--- config.mk ---
export PLATFORM = sky130hd
export DESIGN_NAME = pc_gen_unit
export DESIGN_NICKNAME = d
export VERILOG_FILES = /design/src/rtl/pc_gen_unit_pkg.sv /design/src/rtl/pc_gen_unit_target_sel.sv /design/src/rtl/pc_gen_unit.sv
export SDC_FILE = /design/constraint.sdc
export NUM_CORES = 1
export LEC_CHECK = 0
export CORE_AREA = 2 2 142 144
export CTS_CLUSTER_SIZE = 8
export DETAILED_ROUTE_END_ITERATION = 12
export DIE_AREA = 0 0 144 146
export GPL_TIMING_DRIVEN = 0
export MAX_ROUTING_LAYER = met4
export SLEW_MARGIN = 10
export SYNTH_ARGS = -nofsm -noshare
export SYNTH_HDL_FRONTEND = slang
export SYNTH_SLANG_ARGS = --single-unit
--- constraint.sdc ---
create_clock -name clk -period 4.2 [get_ports clk]
set_input_delay 1.05 -clock clk [delete_from_list [all_inputs] [get_ports clk]]
set_output_delay 1.05 -clock clk [all_outputs]
set_load 0.03 [all_outputs]
--- src/rtl/pc_gen_unit_pkg.sv ---
// -----------------------------------------------------------------------------
// pc_gen_unit_pkg
// Shared definitions for the fetch-stage PC generator.
//   pc_mux_e   : encoding of the 'branch' target-select input
//   pc_state_e : PC generator FSM state encoding
//   BOOT_CNT_W : width of the boot delay counter (BOOT_DELAY is 1..15)
// -----------------------------------------------------------------------------
package pc_gen_unit_pkg;

  typedef enum logic [1:0] {
    PC_MUX_PC_PLUS  = 2'b00,
    PC_MUX_ALU_OUT  = 2'b01,
    PC_MUX_PC_ADDER = 2'b10,
    PC_MUX_TRAP     = 2'b11
  } pc_mux_e;

  typedef enum logic [1:0] {
    PC_ST_BOOT = 2'b00,
    PC_ST_RUN  = 2'b01,
    PC_ST_HOLD = 2'b10
  } pc_state_e;

  localparam int BOOT_CNT_W = 4;

endpackage

--- src/rtl/pc_gen_unit_target_sel.sv ---
// -----------------------------------------------------------------------------
// pc_target_sel
// Combinational redirect target selection for pc_gen_unit.
// Optional feature macro: PC_MISALIGN_TRAP_EN (misaligned targets -> trap).
// Ports:
//   branch          in  2     target select (pc_mux_e encoding)
//   alu_result      in  XLEN  ALU redirect target
//   pc_adder_result in  XLEN  PC adder redirect target
//   redirect        out 1     branch selects something other than PC+STEP
//   misaligned      out 1     (macro only) selected target not STEP-aligned
//   raw_target      out XLEN  (macro only) target before trap substitution
//   target          out XLEN  final redirect target
// -----------------------------------------------------------------------------
module pc_target_sel
  import pc_gen_unit_pkg::*;
#(
  parameter int                XLEN        = 32,
`ifdef PC_MISALIGN_TRAP_EN
  parameter int                STEP        = 4,
`endif
  parameter logic [XLEN-1:0]   TRAP_VECTOR = XLEN'(32'h0000_0100)
) (
  input  logic [1:0]      branch,
  input  logic [XLEN-1:0] alu_result,
  input  logic [XLEN-1:0] pc_adder_result,
  output logic            redirect,
`ifdef PC_MISALIGN_TRAP_EN
  output logic            misaligned,
  output logic [XLEN-1:0] raw_target,
`endif
  output logic [XLEN-1:0] target
);

  logic [XLEN-1:0] sel_target;

  always_comb begin
    sel_target = '0;
    case (pc_mux_e'(branch))
      PC_MUX_ALU_OUT:  sel_target = alu_result;
      PC_MUX_PC_ADDER: sel_target = pc_adder_result;
      PC_MUX_TRAP:     sel_target = TRAP_VECTOR;
      default:         sel_target = '0;
    endcase
  end

  assign redirect = (pc_mux_e'(branch) != PC_MUX_PC_PLUS);

`ifdef PC_MISALIGN_TRAP_EN
  // STEP is a power of two (2 or 4), so the low bits give target % STEP.
  assign misaligned = redirect && ((sel_target & XLEN'(STEP - 1)) != '0);
  assign raw_target = sel_target;
  assign target     = misaligned ? TRAP_VECTOR : sel_target;
`else
  assign target     = sel_target;
`endif

endmodule

--- src/rtl/pc_gen_unit.sv ---
// -----------------------------------------------------------------------------
// pc_gen_unit
// Fetch-stage program counter with valid/ready handshake to instruction memory,
// a post-reset boot delay and buffering of redirects that arrive while stalled.
// Optional feature macro: PC_MISALIGN_TRAP_EN (adds misalign / bad_addr).
// Ports:
//   clk             in  1     system clock, rising edge
//   rst_n           in  1     synchronous active-low reset
//   en              in  1     advance enable (0 freezes pc, drops redirects)
//   branch          in  2     target select (pc_mux_e)
//   alu_result      in  XLEN  redirect target from the ALU
//   pc_adder_result in  XLEN  redirect target from the PC adder
//   fetch_ready     in  1     instruction memory accepts the request
//   fetch_valid     out 1     fetch request valid, address is pc
//   pc              out XLEN  current fetch address (registered)
//   pc_next         out XLEN  value pc takes at the next edge
//   fetch_kill      out 1     previously accepted word is wrong-path
//   misalign        out 1     (macro only) pulse with fetch_kill on bad target
//   bad_addr        out XLEN  (macro only) last offending redirect target
// -----------------------------------------------------------------------------
module pc_gen_unit
  import pc_gen_unit_pkg::*;
#(
  parameter int              XLEN         = 32,
  parameter int              STEP         = 4,
  parameter logic [XLEN-1:0] RESET_VECTOR = XLEN'(32'h0000_0000),
  parameter logic [XLEN-1:0] TRAP_VECTOR  = XLEN'(32'h0000_0100),
  parameter int              BOOT_DELAY   = 1
) (
  input  logic            clk,
  input  logic            rst_n,
  input  logic            en,
  input  logic [1:0]      branch,
  input  logic [XLEN-1:0] alu_result,
  input  logic [XLEN-1:0] pc_adder_result,
  input  logic            fetch_ready,
  output logic            fetch_valid,
  output logic [XLEN-1:0] pc,
  output logic [XLEN-1:0] pc_next,
`ifdef PC_MISALIGN_TRAP_EN
  output logic            misalign,
  output logic [XLEN-1:0] bad_addr,
`endif
  output logic            fetch_kill
);

  localparam logic [BOOT_CNT_W-1:0] BOOT_INIT = BOOT_CNT_W'(BOOT_DELAY - 1);

  pc_state_e             state_q, state_d;
  logic [BOOT_CNT_W-1:0] boot_cnt_q, boot_cnt_d;
  logic [XLEN-1:0]       pc_q, pc_d;
  logic [XLEN-1:0]       pending_q, pending_d;
  logic                  kill_q, kill_d;

  logic                  redirect;
  logic [XLEN-1:0]       target;
  logic                  accept;

`ifdef PC_MISALIGN_TRAP_EN
  logic                  sel_bad;
  logic [XLEN-1:0]       sel_raw;
  logic                  pend_bad_q, pend_bad_d;
  logic [XLEN-1:0]       pend_raw_q, pend_raw_d;
  logic                  misalign_q, misalign_d;
  logic [XLEN-1:0]       bad_addr_q, bad_addr_d;
`endif

  pc_target_sel #(
    .XLEN        (XLEN),
`ifdef PC_MISALIGN_TRAP_EN
    .STEP        (STEP),
`endif
    .TRAP_VECTOR (TRAP_VECTOR)
  ) u_target_sel (
    .branch          (branch),
    .alu_result      (alu_result),
    .pc_adder_result (pc_adder_result),
    .redirect        (redirect),
`ifdef PC_MISALIGN_TRAP_EN
    .misaligned      (sel_bad),
    .raw_target      (sel_raw),
`endif
    .target          (target)
  );

  assign fetch_valid = (state_q != PC_ST_BOOT);
  assign accept      = fetch_valid && fetch_ready;

  // Next-state logic. With en=0 nothing moves: a completed handshake simply
  // re-fetches the same pc, and a HOLD pending target survives untouched.
  // In HOLD a redirect on the accepting edge wins over the buffered target.
  always_comb begin
    state_d    = state_q;
    boot_cnt_d = boot_cnt_q;
    pc_d       = pc_q;
    pending_d  = pending_q;
    kill_d     = 1'b0;
`ifdef PC_MISALIGN_TRAP_EN
    pend_bad_d = pend_bad_q;
    pend_raw_d = pend_raw_q;
    misalign_d = 1'b0;
    bad_addr_d = bad_addr_q;
`endif
    case (state_q)
      PC_ST_BOOT: begin
        if (boot_cnt_q == '0) begin
          state_d = PC_ST_RUN;
        end else begin
          boot_cnt_d = boot_cnt_q - 1'b1;
        end
      end
      PC_ST_RUN: begin
        if (en) begin
          if (redirect) begin
            if (accept) begin
              pc_d   = target;
              kill_d = 1'b1;
`ifdef PC_MISALIGN_TRAP_EN
              if (sel_bad) begin
                misalign_d = 1'b1;
                bad_addr_d = sel_raw;
              end
`endif
            end else begin
              pending_d = target;
              state_d   = PC_ST_HOLD;
`ifdef PC_MISALIGN_TRAP_EN
              pend_bad_d = sel_bad;
              pend_raw_d = sel_raw;
`endif
            end
          end else if (accept) begin
            pc_d = pc_q + XLEN'(STEP);
          end
        end
      end
      PC_ST_HOLD: begin
        if (en) begin
          if (redirect) begin
            pending_d = target;
`ifdef PC_MISALIGN_TRAP_EN
            pend_bad_d = sel_bad;
            pend_raw_d = sel_raw;
`endif
          end
          if (accept) begin
            pc_d    = pending_d;
            state_d = PC_ST_RUN;
            kill_d  = 1'b1;
`ifdef PC_MISALIGN_TRAP_EN
            if (pend_bad_d) begin
              misalign_d = 1'b1;
              bad_addr_d = pend_raw_d;
            end
`endif
          end
        end
      end
      default: state_d = PC_ST_BOOT;
    endcase
  end

  always_ff @(posedge clk) begin
    if (!rst_n) begin
      state_q    <= PC_ST_BOOT;
      boot_cnt_q <= BOOT_INIT;
      pc_q       <= RESET_VECTOR;
      pending_q  <= '0;
      kill_q     <= 1'b0;
`ifdef PC_MISALIGN_TRAP_EN
      pend_bad_q <= 1'b0;
      pend_raw_q <= '0;
      misalign_q <= 1'b0;
      bad_addr_q <= '0;
`endif
    end else begin
      state_q    <= state_d;
      boot_cnt_q <= boot_cnt_d;
      pc_q       <= pc_d;
      pending_q  <= pending_d;
      kill_q     <= kill_d;
`ifdef PC_MISALIGN_TRAP_EN
      pend_bad_q <= pend_bad_d;
      pend_raw_q <= pend_raw_d;
      misalign_q <= misalign_d;
      bad_addr_q <= bad_addr_d;
`endif
    end
  end

  assign pc         = pc_q;
  assign pc_next    = pc_d;
  assign fetch_kill = kill_q;
`ifdef PC_MISALIGN_TRAP_EN
  assign misalign   = misalign_q;
  assign bad_addr   = bad_addr_q;
`endif

endmodule

# Yosys cells after proc, flatten, opt, wreduce, memory -nomap -nowiden
# Cells that the tools add are included.
# word_totals
reg_bits	71
in_bits	70
output_inout_bits	66
wordCells	54
# op_classes
n_addsub	2
eq_ne	11
n_mux	26
n_bitwise	1
reduce_logical	9
# op_table
op	count
32-bit 2-to-1 mux	11
32-bit one-hot mux with 2 select lines	2
32-bit one-hot mux with 3 select lines	1
32-bit by 3-bit adder with 32-bit output, second input constant	1
2-bit 2-to-1 mux	6
2-bit != test, second input constant	6
2-bit == test, second input constant	3
2-bit one-hot mux with 3 select lines	1
6-bit AND reduction	1
2-bit nonzero test	3
5-bit AND reduction	1
2-bit by 1-bit == test with 1-bit output, second input constant	2
4-bit logical NOT	1
1-bit 2-to-1 mux	4
4-bit by 1-bit subtractor with 4-bit output, second input constant	1
2-bit logical NOT	1
1-bit one-hot mux with 2 select lines	1
2-bit AND reduction	1
1-bit logical AND	1
1-bit inverter	1

# Depth between registers and ports, before layout
# logic_depth
word_depth	6
mapped_depth	10
depth_no_buf	8

# Cells and area by module
# A second synthesis with hierarchy kept.
# hier_totals
cells_unflattened	665
area_unflattened_um2	5317.6
# by_module_without_submodules
module	instances	cells_per_inst	area_per_inst_um2	seq_area_each_um2
pc_gen_unit	1	622	4917.2	1421.4
pc_target_sel	1	43	400.4	0.0

# Worst setup path before layout
# OpenSTA, ideal clock, no wires.
# synth_path
path_kind	input-to-output
startpoint	input port branch[0]
endpoint	output port pc_next[7]
arrival_time_ns	2.664
required_ns	3.150
slack_ns	0.486
cell_stages	7
path_buffers	3
cell_sequence	buf_2 > nor2b_1 > buf_2 > buf_2 > a22o_1 > a21oi_1 > o21ai_0
# synth_via
elab_chain_len	6
word_cells_on_any_way	12
classes_between	eq/ne (3); mux (8); reduce/logical (1)
# synth_rtl
element	line_no	rtl
start, declared	pc_gen_unit.sv:33	input logic [1:0] branch,
2-bit == test / 2-bit by 1-bit == test with 1-bit output (equally long branches)	pc_gen_unit_target_sel.sv:38	case (pc_mux_e'(branch))
32-bit one-hot mux with 3 select lines	pc_gen_unit_target_sel.sv:38	
32-bit 2-to-1 mux (on tied branches)	pc_gen_unit.sv:139, pc_gen_unit.sv:115	
32-bit 2-to-1 mux (on tied branches)	pc_gen_unit.sv:146, pc_gen_unit.sv:114	
32-bit 2-to-1 mux (on tied branches)	pc_gen_unit.sv:138, pc_gen_unit.sv:113	
32-bit one-hot mux with 2 select lines (*)	pc_gen_unit.sv:104	case (state_q)
end, declared	pc_gen_unit.sv:39	output logic [XLEN-1:0] pc_next,
# Mark *: on every way between the ends. The rest lies on a longest branch, timed or not.

# Worst setup path after layout
# layout_path
startpoint	input port branch[1]
endpoint	output port pc_next[19]
# Same word-level chain as after synthesis.

==> impl_table.tex <==
\begin{tabular}{lr}
\hline
Metric & Value \\
\hline
\multicolumn{2}{l}{\textbf{Status}} \\
\quad Outcome & finished, violations left \\
\quad Violations in the final reports & negative setup slack \\
\multicolumn{2}{l}{\textbf{Detailed routing}} \\
\quad Total number of vias & a little over 7000 \\
\quad Post-route antenna net violation count & 0 \\
\quad Vias per Instance & between 6 and 7 \\
\quad Highest metal layer with signal wires & met4 \\
\quad Total wire length & a little under 30000 µm \\
\quad Average wire per cell in the routed design & approximately 25 µm \\
\quad Number of DRC violations after detailed routing & 0 \\
\quad Metal3 WL & around 2800 µm \\
\quad Routed met1 length & 11530 µm \\
\quad Number of detailed-route iterations in the first pass & 5 \\
\quad Detailed router's first-iteration violation count & about 760 \\
\quad Detailed-routed wire length on met2 & 13260 µm \\
\multicolumn{2}{l}{\textbf{Place}} \\
\quad Count of placed standard cells including taps & between 1000 and 1500 \\
\quad Gpl congestion & approximately 0.96 \\
\quad Port buffer count & between 100 and 150 \\
\quad HPWL after detailed placement & 21750 µm \\
\quad Placement Cell Area & 0.007266 mm² \\
\multicolumn{2}{l}{\textbf{Synthesis}} \\
\quad Cell count after synthesis & around 750 \\
\quad Post-synthesis adder-cell area fraction & approximately 1.3\% \\
\quad Sequential element share of the synthesized area & between 20\% and 30\% \\
\quad Count of distinct cell types in the synthesized netlist & 78 \\
\quad Flip-flop cell with the highest count after synthesis & dfxtp\_1 \\
\quad Compound-gate portion of the synthesized area & a little over a third \\
\quad Post-synthesis average cell area & roughly 7.4 µm² \\
\quad Post-synthesis async set-or-reset flop share & 0\% \\
\quad Simple-gate area share of the yosys netlist & about 27\% \\
\quad Post-synth EDFFs & 0 \\
\quad Cell area after technology mapping & around 0.0056 mm² \\
\quad Count of state elements after synthesis & roughly 70 \\
\quad Synthesized netlist net count & around 830 \\
\quad Post-synthesis share of cell area spent on xor and xnor gates & 0.4698\% \\
\quad Combinational family with the most area after synthesis & compound AO/OA/AOI/OAI gates \\
\quad Share of cell area taken by muxes after synthesis & under 10\% \\
\quad Yosys warning total & 0 \\
\multicolumn{2}{l}{\textbf{Timing}} \\
\quad Period utilisation layout & 100.9\% \\
\quad Final setup slack of the worst path & -37.52 ps \\
\quad Count of pins over their slew limit & 0 \\
\quad Clock period minus worst slack & 4238 ps \\
\quad Count of endpoints failing hold in the final timing report & 0 \\
\quad Worst-Margin Slew & approximately 800 ps \\
\quad Worst slew margin relative to its limit & a little under half \\
\quad Layout Skew & between 5 and 6 ps \\
\quad Highest achievable clock rate & between 200 and 250 MHz \\
\quad Setup repair after global routing missed its margin & yes \\
\quad Count of final setup violators & 1 \\
\multicolumn{2}{l}{\textbf{Global route}} \\
\quad GRT overflow & 0 \\
\quad Wire length of the first global-routing pass & around 43000 µm \\
\quad Aggregate global-route resource usage & between 20\% and 30\% \\
\quad Antenna violations before repair & 0 \\
\quad Largest net degree at the start of global routing & 12 \\
\quad Vias in the first global route & 6905 \\
\multicolumn{2}{l}{\textbf{Setup path}} \\
\quad Worst setup path end & pc\_next[19] \\
\quad Worst setup path start & branch[1] \\
\quad Cell count of the worst reg-to-reg path & 10 \\
\quad Kind of start point of the critical path & input port \\
\quad Worst reg2reg setup slack & between 1500 and 2000 ps \\
\quad Setup Crit Path Kind & input port to output pin \\
\quad Data required time at the worst endpoint & 3150 ps \\
\quad Largest fanout on the critical path & 10 \\
\quad Critical R2R Capture & pending\_q[6] \\
\quad Endpoint class of the critical path & output pin \\
\quad Crit path DAT & approximately 3200 ps \\
\quad Worst reg2reg path startpoint & state\_q[0] \\
\multicolumn{2}{l}{\textbf{Run}} \\
\quad Max cap viols & 0 \\
\multicolumn{2}{l}{\textbf{Floorplanning}} \\
\quad Core area & 0.01933 mm² \\
\quad Vertical die dimension & 146 µm \\
\quad Starting utilization of the core area & around 29\% \\
\quad Die Outline Area & about 0.021 mm² \\
\quad Count of boundary I/O pins & $\sim$140 \\
\quad Die width & roughly 140 µm \\
\quad Number of cell rows & between 50 and 60 \\
\multicolumn{2}{l}{\textbf{Power and ir drop}} \\
\quad P\_sw & between 0.002 and 0.0025 W \\
\quad Share of power burned in combinational logic & around 60\% \\
\quad Share of total power in sequential cells & 22.1\% \\
\quad Maximum vdd drop & about 0.38 mV \\
\quad Static power due to leakage & slightly above 3 nW \\
\quad Part of the power in the clock network & 17.6\% \\
\quad Internal power & between 0.002 and 0.0025 W \\
\quad Net switching share of the total power & $\sim$50\% \\
\quad Power Dens Cells & roughly 570 mW/mm² \\
\multicolumn{2}{l}{\textbf{CTS}} \\
\quad TritonCTS Buffers & 9 \\
\quad Htree depth & 3 \\
\quad Clk buf depth & 2 \\
\quad Later-pin clock latency in the skew report & between 300 and 400 ps \\
\quad CTS tree & built \\
\quad Clock net sink count & about 70 \\
\quad Clock tree root buffer cell & clkbuf\_16 \\
\quad Clock transition at path regs & 60 ps \\
\multicolumn{2}{l}{\textbf{Cells and area}} \\
\quad Fraction of layout instances using a drive strength above 1 & between 10\% and 20\% \\
\quad Layout overhead on the synthesized area & 40.43\% \\
\quad Most common library cell in the layout ignoring fill and taps & clkdlybuf4s50\_1 \\
\quad \# diodes & 0 \\
\quad Most frequent cells in the layout & 99 x clkdlybuf4s50\_1, 88 x nand2\_1, 71 x dfxtp\_1 \\
\quad Area of all placed cells without fillers & 0.007854 mm² \\
\quad Net count of the finished layout & roughly 980 \\
\quad Utilization after layout & 40.62\% \\
\quad Number of standard cells in the layout, taps in and fillers out & around 1200 \\
\multicolumn{2}{l}{\textbf{Min path}} \\
\quad Number of stages on the worst hold path & 2 \\
\quad Startpoint of the lowest-slack hold path & pending\_q[6] \\
\quad Classification of the worst-slack hold path & flip-flop to flip-flop \\
\hline
\end{tabular}
==> flip-flops by register name, indices dropped and copies added, names as in the netlist <==
| name | cells |
|---|---|
| fetch_kill | 1 |
| boot_cnt_q | 4 |
| pending_q | 32 |
| state_q | 2 |
| pc | 32 |
==> layout make-up <==
cell class                      count  area, µm²
Clock inverter                      4      45.04
Tap cell                          265      331.6
Inverter                           14      52.55
Buffer                             68      422.9
Timing Repair Buffer              140       1333
Clock buffer                       12      246.5
Sequential cell                    71       1421
Fill cell                        2045      11480
Multi-Input combinational cell    596       4001
==> cell usage after synthesis, drive strengths merged, types with 13 or more instances <==
library cell	count	area share (%)
nand2	89	6.0
a21oi	60	5.4
nor2	50	3.4
o211a	16	2.9
o21ai	52	4.7
o211ai	16	2.1
nand4	18	2.4
dfxtp	71	25
nand3	18	1.7
inv	13	0.87
a31oi	16	1.8
and2	37	4.1
buf	36	3.6
clkbuf	34	2.3
==> worst max-delay path, cell delays in order <==
cell and delay [ps]:
dlygate4sd2_1 310, buf_6 180, inv_1 230, buf_4 280, nand2_1 80, a31oi_1 240, o22ai_1 140, a31oi_2 310
clkdlybuf4s15_2 350
==> power by group through the flow <==
stage	logic (W)	registers (W)	clock network, W
after floorplan	0.00138	0.00106	0
after global placement	0.00254	0.000990	0
after detailed placement	0.00254	0.000992	0
after CTS	0.00262	0.000978	0.000793
after global routing	0.00281	0.00100	0.000824
final	0.00269	0.000985	0.000783
==> metal layers <==
metal | vias up | global-route usage [%]
met5 | - | -
met1 | 3423 | 35.74
met4 | 0 | 13.87
met3 | 80 | 5.002
met2 | 486 | 43.10
li1 | 3125 | -
==> kinds of logic after synthesis <==
logic type	Yosys count
AND/OR/NAND/NOR	287
AO/OA/AOI/OAI	280
buffers and inverters	84
flip-flops	71
multiplexers	20
adder cells (fa/ha/maj)	6
XOR/XNOR	3
==> metrics by stage <==
step	hold slack (ps)	total power [W]	setup TNS [ps]	setup slack [ps]
2_1_floorplan	436.6	0.002446	0	485.8
3_3_place_gp	445.4	0.003526	-26650	-1111
3_5_place_dp	454.7	0.003528	-26240	-1077
4_1_cts	463.3	0.004390	0	19.54
5_1_grt	485.5	0.004632	-47.67	-36.73
6_report	465.6	0.004456	-37.52	-37.52
==> worst min path at each step <==
| stage | end | slack [ps] |
|---|---|---|
| floorplan | pending_q[6] | 440 |
| global placement | pending_q[6] | 450 |
| detailed placement | pending_q[6] | 450 |
| CTS | pending_q[6] | 460 |
| global route | pending_q[6] | 490 |
| finish | pending_q[6] | 470 |
==> timing repair <==
| action | in CTS | in global routing |
|---|---|---|
| hold buffers | 0 | 0 |
| setup buffers | 4 | 1 |
| resized for setup | 214 | 18 |
| endpoints found under the setup margin | 32 | 18 |
| cloned | 1 | 0 |
| hold endpoints to repair | 0 | 0 |
| pin swaps | 8 | 1 |
Note: power is estimated with default switching activity, not from simulation.
